===== src/rtl/seg_scan_decoder.sv =====
// seg_scan_decoder: recovers hex digits, points, blanking and glyph errors from a multiplexed active-low 7-seg scan bus
module seg_scan_decoder #(
  parameter int STABLE_CYCLES = 1024,
  parameter int CNT_W = 11
) (
  input  logic        clk,
  input  logic        RST,
  input  logic [7:0]  Segment,
  input  logic [3:0]  AN,
  output logic [15:0] Hexs,
  output logic [3:0]  Points,
  output logic [3:0]  Blank,
  output logic [3:0]  Err,
  output logic        frame_valid
);
  localparam logic [CNT_W-1:0] STABLE = CNT_W'(STABLE_CYCLES);
  localparam logic [111:0] GLYPHS = {
    7'h71, 7'h79, 7'h5E, 7'h39, 7'h7C, 7'h77, 7'h6F, 7'h7F,
    7'h07, 7'h7D, 7'h6D, 7'h66, 7'h4F, 7'h5B, 7'h06, 7'h3F
  };
  logic [7:0] s_seg, q_seg;
  logic [3:0] s_an, q_an;
  logic [CNT_W-1:0] cnt;
  logic [3:0] seen, sel;
  logic [15:0] st_hex;
  logic [3:0] st_pt, st_bl, st_er;
  logic [6:0] pat;
  logic [3:0] nib;
  logic [1:0] k;
  logic hit, blank, legal, same, commit;
  always_comb begin
    pat = ~s_seg[6:0];
    hit = 1'b0;
    nib = 4'h0;
    for (int i = 0; i < 16; i++)
      if (GLYPHS[7*i +: 7] == pat) begin
        hit = 1'b1;
        nib = 4'(i);
      end
  end
  assign blank  = pat == 7'h00;
  assign sel    = ~s_an;
  assign legal  = s_an == 4'hE || s_an == 4'hD || s_an == 4'hB || s_an == 4'h7;
  assign k      = !s_an[0] ? 2'd0 : !s_an[1] ? 2'd1 : !s_an[2] ? 2'd2 : 2'd3;
  assign same   = s_an == q_an && s_seg == q_seg;
  // saturation at STABLE makes the first arrival the only commit of a dwell
  assign commit = legal && same && cnt == STABLE - 1'b1;
  always_ff @(posedge clk) begin
    if (RST) begin
      s_seg <= 8'hFF;
      q_seg <= 8'hFF;
      s_an <= 4'hF;
      q_an <= 4'hF;
      cnt <= '0;
      seen <= 4'h0;
      st_hex <= 16'h0;
      st_pt <= 4'h0;
      st_bl <= 4'h0;
      st_er <= 4'h0;
      Hexs <= 16'h0;
      Points <= 4'h0;
      Blank <= 4'h0;
      Err <= 4'h0;
      frame_valid <= 1'b0;
    end else begin
      s_seg <= Segment;
      s_an <= AN;
      q_seg <= s_seg;
      q_an <= s_an;
      cnt <= !legal ? '0 : !same ? CNT_W'(1) : cnt == STABLE ? cnt : cnt + 1'b1;
      frame_valid <= &seen;
      if (&seen) begin
        Hexs <= st_hex;
        Points <= st_pt;
        Blank <= st_bl;
        Err <= st_er;
      end
      seen <= (&seen ? 4'h0 : seen) | (commit ? sel : 4'h0);
      if (commit) begin
        st_hex[4*k +: 4] <= hit ? nib : 4'h0;
        st_pt[k] <= ~s_seg[7];
        st_bl[k] <= blank;
        st_er[k] <= !hit && !blank;
      end
    end
  end
endmodule


===== config.mk =====
export PLATFORM = sky130hd
export DESIGN_NAME = seg_scan_decoder
export DESIGN_NICKNAME = d
export VERILOG_FILES = /design/src/rtl/seg_scan_decoder.sv
export SDC_FILE = /design/constraint.sdc
export NUM_CORES = 1
export LEC_CHECK = 0
export ABC_CLOCK_PERIOD_IN_PS = 3900
export CELL_PAD_IN_SITES_DETAIL_PLACEMENT = 1
export CELL_PAD_IN_SITES_GLOBAL_PLACEMENT = 1
export CORE_ASPECT_RATIO = 1.1
export CORE_UTILIZATION = 46
export CTS_CLUSTER_SIZE = 16
export DETAILED_ROUTE_END_ITERATION = 10
export GPL_ROUTABILITY_DRIVEN = 1
export PLACE_DENSITY_LB_ADDON = 0.12
export SYNTH_ARGS = -nofsm -noshare
export SYNTH_HDL_FRONTEND = slang
export SYNTH_SLANG_ARGS = --single-unit

===== constraint.sdc =====
create_clock -name clk -period 3.9 [get_ports clk]
set_clock_uncertainty 0.15 [all_clocks]
set_input_delay 0.585 -clock clk [delete_from_list [all_inputs] [get_ports clk]]
set_output_delay 0.585 -clock clk [all_outputs]
set_load 0.02 [all_outputs]

# After elaboration in Yosys (flattened, before gate mapping)
# Index checks and enable logic that the tools add are counted.
# word_totals
reg_bits	96
inputBits	14
output_inout_bits	29
word_cells	112
# op_classes
n_addsub	2
n_lt_le_gt_ge	2
n_eq_ne	25
shift	2
n_mux	45
n_bitwise	6
reduce_logical	14
# ops
cell	count
7-bit == test (first input constant)	12
4-bit 2-to-1 mux	17
4-bit negation with 34-bit output	1
4-bit by 34-bit variable shift with 16-bit output (first input constant)	1
4-bit by 34-bit variable part select with 16-bit output	1
1-bit 2-to-1 mux	21
16-bit bitwise mux	1
3-bit by 7-bit == test with 1-bit output (first input constant)	2
6-bit by 7-bit == test with 1-bit output (first input constant)	2
4-bit bitwise mux	3
4-bit == test (second input constant)	3
11-bit by 1-bit adder with 11-bit output (second input constant)	1
11-bit by 10-bit == test with 1-bit output (second input constant)	1
11-bit == test (second input constant)	1
8-bit == test	1
7-bit zero test	1
7-bit inverter	1
1-bit logical AND	5
4-bit by 3-bit == test with 1-bit output (second input constant)	1
4-bit == test	1
2-bit 2-to-1 mux	2
4-bit inverter	1
4-bit OR	1
4-bit AND reduction	1
9 further kinds	14

# Logic depth before layout (Yosys ltp)
# logic_depth
depth_word	21
mapped_depth	7
mapped_depth_nobuf	6

# Worst setup path before layout
# No wires, ideal clock.
# synth_timing
path_kind	register to register
startpoint	register s_an[1]
endpoint	register st_hex[9]
setup_time_ns	0.058
arrival_time_ns	1.804
required_ns	3.692
slack_ns	1.887
stages_incl_launch_ff	7
period_less_slack_ns	2.013
cell_sequence	dfxtp_1 inv_1 o21ai_1 ha_1 nor4_1 a21boi_0 mux2_1
# synth_via
elab_chain_cells	6
word_cells_on_any_way	17
classes_between	add/sub (1); eq/ne (5); shift (2); mux (3); reduce/logical (6)
# synth_rtl
element	line	rtl
from (decl)	22	logic [3:0] s_an, q_an;
from (signal assigned)	52	s_an <= 4'hF;
from (signal assigned)	67	s_an <= AN;
branches (longest 6 deep; another with 4-bit negation with 34-bit output)	n/a	
to (signal, indexed assignment)	80	st_hex[4*k +: 4] <= hit ? nib : 4'h0;
to (decl)	25	logic [15:0] st_hex;
# Parallel ways; which one is timed is not known.
# A chain may end at the register's enable or synchronous reset.

# Worst setup path in the final report
# layout_timing
startpoint	register s_seg[3]
endpoint	register st_hex[13]
# layout_via
elab_chain_cells	21
word_cells_on_any_way	55
classes_between	eq/ne (17); shift (1); mux (33); bitwise (1); reduce/logical (3)
# layout_rtl
element	line	rtl
from (decl)	21	logic [7:0] s_seg, q_seg;
from (signal assigned)	66	s_seg <= Segment;
7-bit inverter	32	pat = ~s_seg[6:0];
6-bit by 7-bit == test with 1-bit output	36	if (GLYPHS[7*i +: 7] == pat) begin
1-bit 2-to-1 mux (16 in series)	36	
4-bit 2-to-1 mux	80	
4-bit by 34-bit variable part select with 16-bit output	80	
16-bit bitwise mux	80	
# Several ways; a longest one is shown, not always the timed one.

==> impl_results.md <==
- Mapped Area: 0.00419 sq mm
- Routed Antenna Nets: 0
- Detailed-routed wire length on met2: 4.25 mm
- Core Rows: 36
- Yosys reg bits: 96
- CTS H-Tree Depth: 3
- Initial Utilization: 0.472
- Reg2reg setup slack: 1.31 ns
- Largest net degree at the start of global routing: 56
- Clk pin slew, worst setup/hold paths: 0.09 ns
- Worst EP arrival: 2.69 ns
- Pwr Density: 378 mW/mm^2
- Fin crit share: 0.665
- Final hold vios: 0
- CP Launch Point: s_seg[3]
- Fillers: 1055
- Ys async rst share: 0
- Clk root buf: clkbuf_8
- Die Height: 102 um
- Clk_lat worst skew: 0.36 ns
- CTS resizes: 0
- Top Metal Used: met4
- Top-count cell post-synth: dfxtp_1
- EDFF count, synth: 0
- Worst path bufs/invs: 0
- DP Cell Count: 594
- MaxCap Viol Count: 0
- Peak VDD IR: 0.000170 V
- TritonCTS clock tree: built
- First-pass GRT wire length: 15.5 mm
- Final WS setup: 1.31 ns
- Syn Nets: 487
- Top Family by Delay on Critical Path: simple AND/OR/NAND/NOR gates
- Max Root-Sink Buffers: 2
- Final Non-Filler Cells: 610
- Area leader, netlist: dfxtp_1
- CP max FO: 19
- RSZ-0062 raised after global routing: no
- Pre-CTS setup slack: 1.33 ns
- WHS Endpoint: Hexs[9]
- Total GRT Usage: 0.209
- Design area: 0.00484 sq mm
- Fmax: 386 MHz
- Synth Flop Type: dfxtp_1
- Hold Crit Start: st_hex[9]
- Count of final setup violators: 0
- Layout cell share with drive strength beyond 1: 0.107
- Critical Path RT: 4.00 ns
- Reg-to-reg startpoint: s_seg[3]
- Leakage: 1.75 nW
- Worst Hold Class: reg -> reg
- Post-DP HPWL: 6.24 mm
- Vias in the first global route: 3155
- Synth Instances: 466
- Top-area cell type share of the netlist area: 0.459
- Setup TNS: 0 ns
- Initial antenna violation count: 0
- Post-CTS setup buffers: 0
- Met3 wire len: 203 um
- Vias per Instance: 5.27
- Pins Over Slew Limit: 0
- Syn. warnings: 0
- Crit. End Element: flop
- CP max-delay cell: dfxtp_1
- Placement Cell Area: 0.00462 sq mm
- Critical path class: reg -> reg
- Routed wire length: 9.11 mm
- Sequential area share after synthesis: 0.459
- Library cells used by synthesis: 53
- Synth top cells by count: dfxtp_1, nand2_1, a21oi_1
- Synth area leaders: dfxtp_1, nand2_1, mux2i_1
- Hold path depth: 2
- Post-layout min period: 2.59 ns
- Number of buffers created by CTS: 9
- M1 WL: 4.50 mm
- DRC: 0
- Nets: 512
- Worst r2r path cells: 5
- Die area: 0.00950 sq mm
- Crit Reg-Reg Endpoint: st_hex[13]
- Status: finished, final reports clean
- Critical Path Start Type: flop
- Vias: 3216
- Layout Utilization: 0.546
- # clock sinks: 96
- DIE WIDTH: 93 um
- Crit-path max cell delay: 0.72 ns
- Diodes inserted: 0
- Grt total ovfl: 0
- First-pass DRT Iterations: 4
- Worst-Margin Slew: 0.902 ns
- Synthesized area per cell: 8.99 sq um
- CP cell instances: xnor2_2, nand4_1, nor4_4, nand3_2, mux2_1
- Ports: 43
- Core ar.: 0.00887 sq mm
- DR WL/cell: 14.9 um
- Worst slew margin: 0.398
- Port-buffer cells: 42
- Hold Buf Count CTS: 0
- Starting DRT DRC Count: 115
- Synth-to-Final Area Change: 15.6%
- Gpl congestion: 0.809
[layout by cell type (no fill, tap or decap), types with 6 or more instances in the layout]
| cell type | instances |
|---|---|
| or2_2 | 24 |
| o21ai_0 | 14 |
| xnor2_1 | 15 |
| nor4b_1 | 6 |
| ha_1 | 7 |
| clkdlybuf4s50_1 | 41 |
| nand4_1 | 9 |
| mux2i_1 | 22 |
| nand2_1 | 69 |
| nor2_1 | 18 |
| nor3_1 | 9 |
| nand3_1 | 9 |
| nand2b_1 | 25 |
| clkbuf_8 | 10 |
| a21oi_1 | 37 |
| dfxtp_1 | 96 |
| inv_1 | 9 |
[kinds of logic after synthesis]
| kind of cell | Yosys count | share of synthesized area |
|---|---|---|
| and+or+nand+nor | 206 | 0.271 |
| buffers and inverters | 39 | 0.0418 |
| adders and majority gates | 7 | 0.0209 |
| muxes | 25 | 0.0606 |
| DFF | 96 | 0.459 |
| AOI/OAI and AO/OA | 71 | 0.0976 |
| xor gates and xnor gates | 22 | 0.0496 |
[worst reg2reg max path: cells and delay by family (launching register included)]
family        cells  cell delay (ns)
xor+xnor          1             0.18
flops             1             0.72
mux               1             0.40
simple gates      3             1.03
[worst max-delay path by stage]
stage / end / depth (start not counted) / slack (ns)
detailed placement: st_hex[13] / 5 / 1.33
global placement: st_hex[5] / 5 / 1.40
floorplan: st_hex[9] / 6 / 1.89
finish: st_hex[13] / 5 / 1.31
CTS: st_hex[13] / 5 / 1.30
global route: st_hex[10] / 6 / 1.12
[registers in the layout, summed over array words and instances (netlist names)]
register	count
Blank	4
Err	4
Hexs	16
Points	4
cnt	11
frame_valid	1
q_an	4
q_seg	8
s_an	4
s_seg	8
seen	4
st_bl	4
st_er	4
st_hex	16
st_pt	4
[power by group]
| group | leakage (nW) | switching (W) | internal [W] |
|---|---|---|---|
| Sequential | 0.779 | 0.0000244 | 0.000992 |
| Combinational | 0.864 | 0.0000488 | 0.0000507 |
| Clock | 0.106 | 0.000337 | 0.000378 |
[cell type report]
class                      instances  area, sq um  share of cell area
multi-input combinational        331         2090               0.432
clock inverter                     5         80.1              0.0165
clock buffer                      11          141              0.0292
inverter                           9         33.8             0.00697
sequential                        96         1920               0.397
tap                              114          143              0.0294
timing repair buffer              44          430              0.0889
[through the flow]
step	power (W)	hold WS [ns]
6_report	0.00183	0.306
5_1_grt	0.00191	0.328
2_1_floorplan	0.00111	0.277
3_5_place_dp	0.00114	0.296
3_3_place_gp	0.00114	0.293
4_1_cts	0.00186	0.310
[metal layers]
layer  global-route usage  vias to the layer above
li1                     -                     1632
met1                0.277                     1523
met2                0.338                       49
met3               0.0372                       12
met4               0.0864                        0
met5                    0                        -
Note: power is estimated with default switching activity, not from simulation.
